<file path="src/rtl/riscv_isa_pkg.sv">
// RV32I opcode/funct constants and the descriptor kind enum shared by the
// instruction loader and Control_Unit.
package riscv_isa_pkg;

  localparam logic [6:0] OP_R      = 7'b0110011;
  localparam logic [6:0] OP_I      = 7'b0010011;
  localparam logic [6:0] OP_LOAD   = 7'b0000011;
  localparam logic [6:0] OP_STORE  = 7'b0100011;
  localparam logic [6:0] OP_BRANCH = 7'b1100011;
  localparam logic [6:0] OP_JAL    = 7'b1101111;
  localparam logic [6:0] OP_LUI    = 7'b0110111;

  localparam logic [2:0] F3_ADD_SUB = 3'b000;
  localparam logic [2:0] F3_AND     = 3'b111;
  localparam logic [2:0] F3_OR      = 3'b110;
  localparam logic [2:0] F3_SLT     = 3'b010;
  localparam logic [2:0] F3_SRA     = 3'b101;
  localparam logic [2:0] F3_LW      = 3'b010;
  localparam logic [2:0] F3_SW      = 3'b010;
  localparam logic [2:0] F3_BEQ     = 3'b000;
  localparam logic [2:0] F3_BGE     = 3'b101;

  localparam logic [6:0] F7_ZERO = 7'b0000000;
  localparam logic [6:0] F7_ALT  = 7'b0100000;

  typedef enum logic [3:0] {
    K_ADD  = 4'd0,
    K_SUB  = 4'd1,
    K_AND  = 4'd2,
    K_OR   = 4'd3,
    K_SLT  = 4'd4,
    K_ADDI = 4'd5,
    K_SRAI = 4'd6,
    K_LW   = 4'd7,
    K_SW   = 4'd8,
    K_BEQ  = 4'd9,
    K_BGE  = 4'd10,
    K_JAL  = 4'd11,
    K_LUI  = 4'd12
  } instr_kind_t;

  typedef enum logic [1:0] {
    S_IDLE = 2'd0,
    S_RUN  = 2'd1,
    S_DONE = 2'd2,
    S_ERR  = 2'd3
  } ldr_state_t;

  function automatic logic in_range(input logic [31:0] v, input int lo, input int hi);
    return ($signed(v) >= lo) && ($signed(v) <= hi);
  endfunction

endpackage

</file>
<file path="src/rtl/instr_field_packer.sv">
// Combinational RV32I field packer: descriptor in, machine word and
// range/kind violation flag out.
module instr_field_packer
  import riscv_isa_pkg::*;
(
  input  logic [3:0]  kind,
  input  logic [4:0]  rd,
  input  logic [4:0]  rs1,
  input  logic [4:0]  rs2,
  input  logic [31:0] imm,
  output logic [31:0] word,
  output logic        bad
);

  instr_kind_t k;
  assign k = instr_kind_t'(kind);

  always_comb begin
    word = 32'h0;
    bad  = 1'b0;
    case (k)
      K_ADD: word = {F7_ZERO, rs2, rs1, F3_ADD_SUB, rd, OP_R};
      K_SUB: word = {F7_ALT,  rs2, rs1, F3_ADD_SUB, rd, OP_R};
      K_AND: word = {F7_ZERO, rs2, rs1, F3_AND,     rd, OP_R};
      K_OR:  word = {F7_ZERO, rs2, rs1, F3_OR,      rd, OP_R};
      K_SLT: word = {F7_ZERO, rs2, rs1, F3_SLT,     rd, OP_R};
      K_ADDI: begin
        word = {imm[11:0], rs1, F3_ADD_SUB, rd, OP_I};
        bad  = !in_range(imm, -2048, 2047);
      end
      K_SRAI: begin
        word = {F7_ALT, imm[4:0], rs1, F3_SRA, rd, OP_I};
        bad  = (imm[31:5] != 27'h0);
      end
      K_LW: begin
        word = {imm[11:0], rs1, F3_LW, rd, OP_LOAD};
        bad  = !in_range(imm, -2048, 2047);
      end
      K_SW: begin
        word = {imm[11:5], rs2, rs1, F3_SW, imm[4:0], OP_STORE};
        bad  = !in_range(imm, -2048, 2047);
      end
      K_BEQ: begin
        word = {imm[12], imm[10:5], rs2, rs1, F3_BEQ, imm[4:1], imm[11], OP_BRANCH};
        bad  = imm[0] || !in_range(imm, -4096, 4094);
      end
      K_BGE: begin
        word = {imm[12], imm[10:5], rs2, rs1, F3_BGE, imm[4:1], imm[11], OP_BRANCH};
        bad  = imm[0] || !in_range(imm, -4096, 4094);
      end
      K_JAL: begin
        word = {imm[20], imm[10:1], imm[11], imm[19:12], rd, OP_JAL};
        bad  = imm[0] || !in_range(imm, -1048576, 1048574);
      end
      K_LUI: begin
        word = {imm[31:12], rd, OP_LUI};
        bad  = (imm[11:0] != 12'h0);
      end
      default: bad = 1'b1;
    endcase
  end

endmodule

</file>
<file path="src/rtl/instr_encoder_loader.sv">
// Streams symbolic descriptors into packed RV32I words written to
// consecutive instruction-memory addresses.
//   state | meaning
//   IDLE  | after reset, waiting for start
//   RUN   | accepting descriptors and writing words
//   DONE  | last word written, waiting for start
//   ERR   | bad descriptor rejected, waiting for start
module instr_encoder_loader
  import riscv_isa_pkg::*;
#(
  parameter int ADDR_W = 8,
  parameter int DEPTH  = 256
) (
  input  logic              clk,
  input  logic              rst_n,
  input  logic              start,
  input  logic              in_valid,
  output logic              in_ready,
  input  logic [3:0]        in_kind,
  input  logic [4:0]        in_rd,
  input  logic [4:0]        in_rs1,
  input  logic [4:0]        in_rs2,
  input  logic [31:0]       in_imm,
  input  logic              in_last,
  output logic              imem_we,
  output logic [ADDR_W-1:0] imem_addr,
  output logic [31:0]       imem_wdata,
  output logic              busy,
  output logic              done,
  output logic              full,
  output logic              err,
  output logic [ADDR_W-1:0] err_index,
  output logic [ADDR_W:0]   count
);

  localparam logic [ADDR_W:0] CAP    = (ADDR_W+1)'(DEPTH);
  localparam logic [ADDR_W:0] CAP_M1 = (ADDR_W+1)'(DEPTH - 1);

  ldr_state_t        state, state_nxt;
  logic [ADDR_W-1:0] addr_q;
  logic              last_pending;
  logic [31:0]       word;
  logic              bad;
  logic              accept;
  logic              enter_run;
  logic              cap_pending;

  instr_field_packer u_packer (
    .kind (in_kind),
    .rd   (in_rd),
    .rs1  (in_rs1),
    .rs2  (in_rs2),
    .imm  (in_imm),
    .word (word),
    .bad  (bad)
  );

  // count lags acceptance by one cycle, so the in-flight word that will
  // make count reach DEPTH must also close the input.
  assign cap_pending = imem_we && (count == CAP_M1);
  assign full        = (state == S_RUN) && (count == CAP);
  assign in_ready    = (state == S_RUN) && !full && !last_pending && !cap_pending;
  assign accept      = in_valid && in_ready;
  assign busy        = (state == S_RUN);
  assign done        = (state == S_DONE);
  assign err         = (state == S_ERR);
  assign enter_run   = (state != S_RUN) && (state_nxt == S_RUN);

  always_ff @(posedge clk or negedge rst_n) begin
    if (!rst_n) state <= S_IDLE;
    else        state <= state_nxt;
  end

  always_comb begin
    state_nxt = state;
    case (state)
      S_IDLE: if (start) state_nxt = S_RUN;
      S_RUN: begin
        if (accept && bad)     state_nxt = S_ERR;
        else if (last_pending) state_nxt = S_DONE;
      end
      S_DONE: if (start) state_nxt = S_RUN;
      S_ERR:  if (start) state_nxt = S_RUN;
      default: state_nxt = S_IDLE;
    endcase
  end

  always_ff @(posedge clk or negedge rst_n) begin
    if (!rst_n) begin
      count        <= '0;
      err_index    <= '0;
      addr_q       <= '0;
      last_pending <= 1'b0;
      imem_we      <= 1'b0;
      imem_addr    <= '0;
      imem_wdata   <= 32'h0;
    end else if (enter_run) begin
      count        <= '0;
      err_index    <= '0;
      addr_q       <= '0;
      last_pending <= 1'b0;
      imem_we      <= 1'b0;
    end else begin
      count   <= count + (ADDR_W+1)'(imem_we);
      imem_we <= accept && !bad;
      if (last_pending) last_pending <= 1'b0;
      if (accept && !bad) begin
        imem_addr  <= addr_q;
        imem_wdata <= word;
        addr_q     <= addr_q + 1'b1;
        if (in_last) last_pending <= 1'b1;
      end
      // The index includes a word still being written this cycle.
      if (accept && bad) err_index <= count[ADDR_W-1:0] + ADDR_W'(imem_we);
    end
  end

endmodule

</file>
<file path="config.mk">
export PLATFORM = sky130hd
export DESIGN_NAME = instr_encoder_loader
export DESIGN_NICKNAME = d
export VERILOG_FILES = /design/src/rtl/riscv_isa_pkg.sv /design/src/rtl/instr_field_packer.sv /design/src/rtl/instr_encoder_loader.sv
export SDC_FILE = /design/constraint.sdc
export NUM_CORES = 1
export LEC_CHECK = 0
export CORE_MARGIN = 5
export CORE_UTILIZATION = 45
export CTS_BUF_LIST = sky130_fd_sc_hd__clkbuf_8
export DETAILED_ROUTE_END_ITERATION = 10
export GPL_ROUTABILITY_DRIVEN = 0
export PLACE_DENSITY = 0.82
export SYNTH_ARGS = -nofsm -noshare
export SYNTH_HDL_FRONTEND = slang
export SYNTH_SLANG_ARGS = --single-unit
export TNS_END_PERCENT = 50
</file>
<file path="constraint.sdc">
create_clock -name clk -period 3.4 [get_ports clk]
set_clock_uncertainty 0.1 [all_clocks]
set_input_delay 0.68 -clock clk [delete_from_list [all_inputs] [get_ports clk]]
set_output_delay 0.68 -clock clk [all_outputs]
set_load 0.05 [all_outputs]
</file>
== Word-level counts from Yosys, hierarchy flattened ==
Cells that the tools add are included.
Operators by class
  $lt $le $gt $ge: 6
  reductions and logical operators: 32
  eq/ne operators: 19
  mux-type cells: 15
  bitwise operators: 1
  $add $sub $neg: 3
Operator list (number)
  $pmux W32 S13: 1
  $ge A32 B12 Y1 const B: 1
  $ge A32 B13 Y1 const B: 1
  $ge A32 B21 Y1 const B: 1
  $le A32 B12 Y1 const B: 1
  $le A32 B13 Y1 const B: 1
  $le A32 B21 Y1 const B: 1
  $mux W8: 4
  $reduce_bool A27 Y1: 1
  $eq A4 B4 Y1 const B: 5
  $eq A4 B3 Y1 const B: 4
  $logic_and A1 B1 Y1: 12
  $reduce_bool A12 Y1: 1
  $add A9 B1 Y9: 1
  $eq A9 B8 Y1 const B: 1
  $eq A9 B9 Y1 const B: 1
  $mux W9: 1
  $add A8 B1 Y8: 1
  $add A8 B1 Y8 const B: 1
  $eq A4 B2 Y1 const B: 2
  $logic_not A1 Y1: 7
  $mux W2: 3
  $pmux W1 S6: 1
  $reduce_or A3 Y1: 2
  other kinds (14): 21
Word-level totals
  flip-flop bits (word level): 69
  input bits: 56
  word-level logic and storage cells: 84

== Depth between registers and ports, before layout ==
  depth after elaboration: 14
  gate-level depth with buffers: 10

== By module ==
A second synthesis with hierarchy kept.
Unflattened totals
  cell total of the unflattened synthesis: 416
  area, all modules: 4136.5 µm²
Modules (own cells, without submodules)
  instr_encoder_loader: seq. area each 1726.7 µm², area an instance 2931.6 µm², cells each 227, instances 1
  instr_field_packer: seq. area each 0.0 µm², area an instance 1204.9 µm², cells each 189, instances 1

== Worst setup path after synthesis ==
Ideal clock, no wire load.
  kind: register to register
  start: reg count[2]
  end: reg imem_wdata[28]
  arrival: 4.011 ns
  library setup time: 0.127 ns
  period minus slack after synthesis: 4.238 ns
  stages on the path, launching flop included: 10
  path slack: -0.838 ns
  buffers on the path: 1
  cell sequence: dfrtp_1 > or4b_2 > nor4_1 > nor4_1 > nand2_1 > nor4b_4 > nand2_1 > inv_2 > buf_4 > mux2_1
On the way
  word-level cells in the longest chain between the ends: 14
  elaborated cells between the ends (all ways): 18
RTL lines
  start: declaration: line instr_encoder_loader.sv:33  | output logic [ADDR_W:0] count
  start signal: assignment: line instr_encoder_loader.sv:104  | count <= count + (ADDR_W+1)'(imem_we);
  $eq A9 B9 Y1: line instr_encoder_loader.sv:61  | assign full = (state == S_RUN) && (count == CAP);
  $logic_and A1 B1 Y1: line instr_encoder_loader.sv:61
  $logic_not A1 Y1: line instr_encoder_loader.sv:62  | assign in_ready = (state == S_RUN) && !full && !last_pending && !cap_pending;
  $logic_and A1 B1 Y1 (2 in series): line instr_encoder_loader.sv:62
  $logic_and A1 B1 Y1 *: line instr_encoder_loader.sv:62
  via in_ready: line instr_encoder_loader.sv:18  | output logic in_ready,
  $logic_and A1 B1 Y1 *: line instr_encoder_loader.sv:63  | assign accept = in_valid && in_ready;
  $logic_and A1 B1 Y1: line instr_encoder_loader.sv:79  | if (accept && bad) state_nxt = S_ERR;
  $mux W2: line instr_encoder_loader.sv:79
  $pmux W2 S2: line instr_encoder_loader.sv:76  | case (state)
  $eq A2 B1 Y1: line instr_encoder_loader.sv:67  | assign enter_run = (state != S_RUN) && (state_nxt == S_RUN);
  $logic_and A1 B1 Y1: line instr_encoder_loader.sv:67
  $not A1 Y1 (no line)
  $reduce_and A2 Y1 (no line) *
  end signal: assignment: line instr_encoder_loader.sv:109  | imem_wdata <= word;
  end: declaration: line instr_encoder_loader.sv:27  | output logic [31:0] imem_wdata,
The timed path passes the listed nets; every way through them passes the cells marked *.
A chain may end at the register's enable or synchronous reset.

== Final worst setup path ==
  start: reg count[2]
  end: out in_ready
On the way
  word-level cells in the longest chain between the ends: 6
  elaborated cells between the ends (all ways): 9
RTL lines (line)
  $eq A9 B9 Y1: instr_encoder_loader.sv:61
  $logic_and A1 B1 Y1: instr_encoder_loader.sv:61
  $logic_not A1 Y1: instr_encoder_loader.sv:62
  $logic_and A1 B1 Y1 (2 in series): instr_encoder_loader.sv:62
  $logic_and A1 B1 Y1 *: instr_encoder_loader.sv:62
  end: declaration: instr_encoder_loader.sv:18
Mark *: on every way between the ends. The rest lies on a longest branch, timed or not.

==> results list <==
- Number of standard cells after synthesis: 363
* Die area: 10000 um2
* Clock slew at the register clock pins of the worst setup and hold paths: 0.08 ns
* Worst IR drop on VDD: 0.471 mV
- The startpoint identified for the worst register-to-register timing path is count[2].
* Number of clock buffers inserted by TritonCTS: 9
- Row cnt: 32
- Before antenna repair, the detailed router went through 5 iterations.
- For this design the top-level I/O count stands at 119.
- From left edge to right edge, the die measures 100 um.
* CP max FO: 7
- Synth-to-layout area growth: 46.3%
* Number of antenna-violating nets in the routed design: 0
- CP Class: register to primary output
* Core region area: 7810 um2
- The setup check on the worst reg-to-reg path leaves a slack of 0.66 ns.
* Async set-or-reset flop fraction in the synthesized netlist: 100%
- The worst setup path is launched from a register.
* Wire length of the first global-routing pass: 17.5 mm
* Number of buffers on the longest clock path: 2
* Routed wire length: 10.7 mm
- Static timing analysis puts the maximum clock frequency at 0.315 GHz.
- OpenSTA, run right after detailed placement, puts the worst setup slack at -0.0586 ns.
- Total leakage power: 2.30 nW
* Critical path startpoint: count[2]
* Path class of the lowest-slack min-delay path: input pin to async pin
- The number of global-route vias before repair was 3542.
- Hold violation total from the final report: 0
- Number of max-slew violations in the final report: 0
* GRT overflow: 0
* Sequential-to-total area share from yosys stat: 46.6%
- Final min period: 3.17 ns
- All-layer global routing usage: 22.0%
- After detailed routing, the number of remaining DRC violations is 0.
- The filler cells instantiated in the layout total 630.
- Cell count after placement: 590
* Total of endpoints with negative setup slack in the final report: 0
* Die Height: 100 um
- CTS tree: yes
- Count of clock tree sinks: 68
- The detailed router finished its first iteration with 185 violations.
- Register bit count reported by yosys: 68
- The H-tree was split into 3 levels.
- Leaving out filler cells and counting taps, the final layout contains 606.
- Netlist Area Pre-Place: 3650 um2
* Layout cells sized above 1: 12.9%
* Count of different cell masters after synthesis: 53
* Initial Utilization: 46.8%
- Tightest Pin Transition: 0.596 ns
- Post-Syn Area per Cell: 10.1 um2
- After legalization and detailed placement, the total HPWL measured 8.28 mm.
* Net Count, Synth: 422
- Max-cap violations in this run came to 0.
- Endpoint of the worst register-to-register path: imem_wdata[26]
- Initial antenna violation count: 0
- Slew HR: 59.7%
* Clock root buffer: sky130_fd_sc_hd__clkbuf_8
- The detailed router placed 3546 vias in this run.
- Critical path required time: 2.62 ns
- Entering global routing, the biggest net connects 69 pins.
- Clk Latency, worst-skew pair: 0.35 ns
* Primary FF master, synth: sky130_fd_sc_hd__dfrtp_1
* Detail-routed via count per cell: 5.85
* Nets@finish: 558
* Antenna diode instance count: 0
* Number of synthesized flops with an enable pin: 0
- The design draws 3.74 mW.
- Cells fill 68.4% of the core in the end.
* Kind of end point of the critical path: primary output
- The flow ran to the end, and the final reports show no timing, DRC or antenna violations.
* Cell Pwr Density: 701 nW/um2
- The final critical path takes up 93.3% of the cycle.
- Final setup slack of the worst path: 0.227 ns
* R2r worst-path depth: 10
- Final routed wire length divided by cell count: 17.7 um
- Arrival @ worst endpoint: 2.39 ns
- In this run the post-CTS setup repair buffer count came out at 0.
- Input/output buffers: 118
- Warning count from the yosys run: 0
* Unrepaired setup endpoints after global routing: no
per-stage QoR:
stage / hold WS (ns) / setup TNS, ns / cell area [um2]
floorplan: 0.284 / 0 / 3670
global placement: 0.368 / 0 / 5130
detailed placement: 0.377 / -0.867 / 5130
CTS: 0.240 / 0 / 5340
global route: 0.254 / 0 / 5340
finish: 0.219 / 0 / 5340
kinds of logic (layout without fill, tap and decap cells):
group                    count (synthesis)  after routing  synth area share [%]
adder cells (fa/ha/maj)                  3              3                  1.03
flip-flops                              68             68                  46.6
AND/OR/NAND/NOR                        127            127                  18.9
XOR/XNOR                                 4              4                 0.959
multiplexers                            40             40                  12.2
buffers and inverters                   34            175                  4.04
AO/OA/AOI/OAI                           87             87                  16.3
cell usage after synthesis, drive strengths merged (9+ instances only):
cell type | number | area, um2
buf | 9 | 53.8
nand4 | 15 | 93.8
dfrtp | 68 | 1700
nand2 | 23 | 86.3
nor2 | 24 | 90.1
and2 | 12 | 75.1
a22o | 14 | 123
nor4 | 9 | 62.6
mux2 | 36 | 405
nand3 | 15 | 75.1
a21oi | 28 | 140
o21ai | 15 | 75.1
clkbuf | 10 | 37.5
inv | 15 | 56.3
critical path, cell delays in order, from the launching register on:
cell and delay [ns]:
sky130_fd_sc_hd__dfrtp_1 0.46, sky130_fd_sc_hd__or4b_2 0.68, sky130_fd_sc_hd__nor4_1 0.23, sky130_fd_sc_hd__buf_4 0.18
sky130_fd_sc_hd__nor4_4 0.03, sky130_fd_sc_hd__dlygate4sd2_1 0.44
worst max path at each step:
stage	to	cells past startpoint
after floorplan	imem_wdata[28]	9
after global placement	imem_wdata[2]	10
after detailed placement	imem_wdata[26]	10
after CTS	in_ready	5
after global routing	imem_wdata[19]	10
final	in_ready	5
power by group:
group          switching, mW  total [mW]  internal (mW)
Combinational           1.18        1.84          0.661
Clock                  0.324       0.734          0.410
Sequential             0.140        1.17           1.03
layout by cell type (no fill, tap or decap), types with 5 or more instances in the layout:
| cell | synthesis | final |
|---|---|---|
| sky130_fd_sc_hd__o21ai_0 | 15 | 15 |
| sky130_fd_sc_hd__a222oi_1 | 5 | 5 |
| sky130_fd_sc_hd__inv_1 | 14 | 15 |
| sky130_fd_sc_hd__nor4_1 | 8 | 7 |
| sky130_fd_sc_hd__a21oi_1 | 28 | 28 |
| sky130_fd_sc_hd__and2_1 | 12 | 12 |
| sky130_fd_sc_hd__clkdlybuf4s50_1 | 0 | 115 |
| sky130_fd_sc_hd__nand2_1 | 23 | 23 |
| sky130_fd_sc_hd__clkbuf_8 | 0 | 9 |
| sky130_fd_sc_hd__dfrtp_1 | 68 | 68 |
| sky130_fd_sc_hd__nor2_1 | 24 | 24 |
| sky130_fd_sc_hd__mux2_2 | 14 | 14 |
| sky130_fd_sc_hd__nor3_1 | 5 | 5 |
| sky130_fd_sc_hd__or3_1 | 5 | 5 |
| sky130_fd_sc_hd__buf_4 | 2 | 23 |
| sky130_fd_sc_hd__nand4_1 | 15 | 15 |
| sky130_fd_sc_hd__mux2_1 | 22 | 22 |
| sky130_fd_sc_hd__nand2b_1 | 5 | 5 |
| sky130_fd_sc_hd__a22o_1 | 14 | 14 |
| sky130_fd_sc_hd__nand3_1 | 15 | 15 |
routing by layer:
metal,GRT usage (%),routed length [um]
met3,7.64,1050
met4,9.95,367
met2,35.5,5100
met1,26.7,4210
met5,0,0
state kept, by name, indices dropped and copies added, names as in the netlist:
| register | cells |
|---|---|
| imem_addr | 8 |
| last_pending | 1 |
| count | 9 |
| imem_we | 1 |
| imem_wdata | 31 |
| addr_q | 8 |
| err_index | 8 |
| state | 2 |
cell type report:
type | instances | area, um2 | share of cell area, %
inverters | 15 | 56.3 | 1.05
multi-input cells | 261 | 1820 | 34.1
clock inverters | 7 | 92.6 | 1.73
flip-flops and latches | 68 | 1700 | 31.9
well taps | 102 | 128 | 2.39
repair buffers | 144 | 1420 | 26.5
clock buffers | 9 | 124 | 2.32
what timing repair did:
| action | CTS | global route |
|---|---|---|
| setup endpoints to repair | 1 | 0 |
| endpoints found under the hold margin | 0 | 0 |
| resized for setup | 1 | 0 |
| hold buffers | 0 | 0 |
Note: power is estimated with default switching activity, not from simulation.
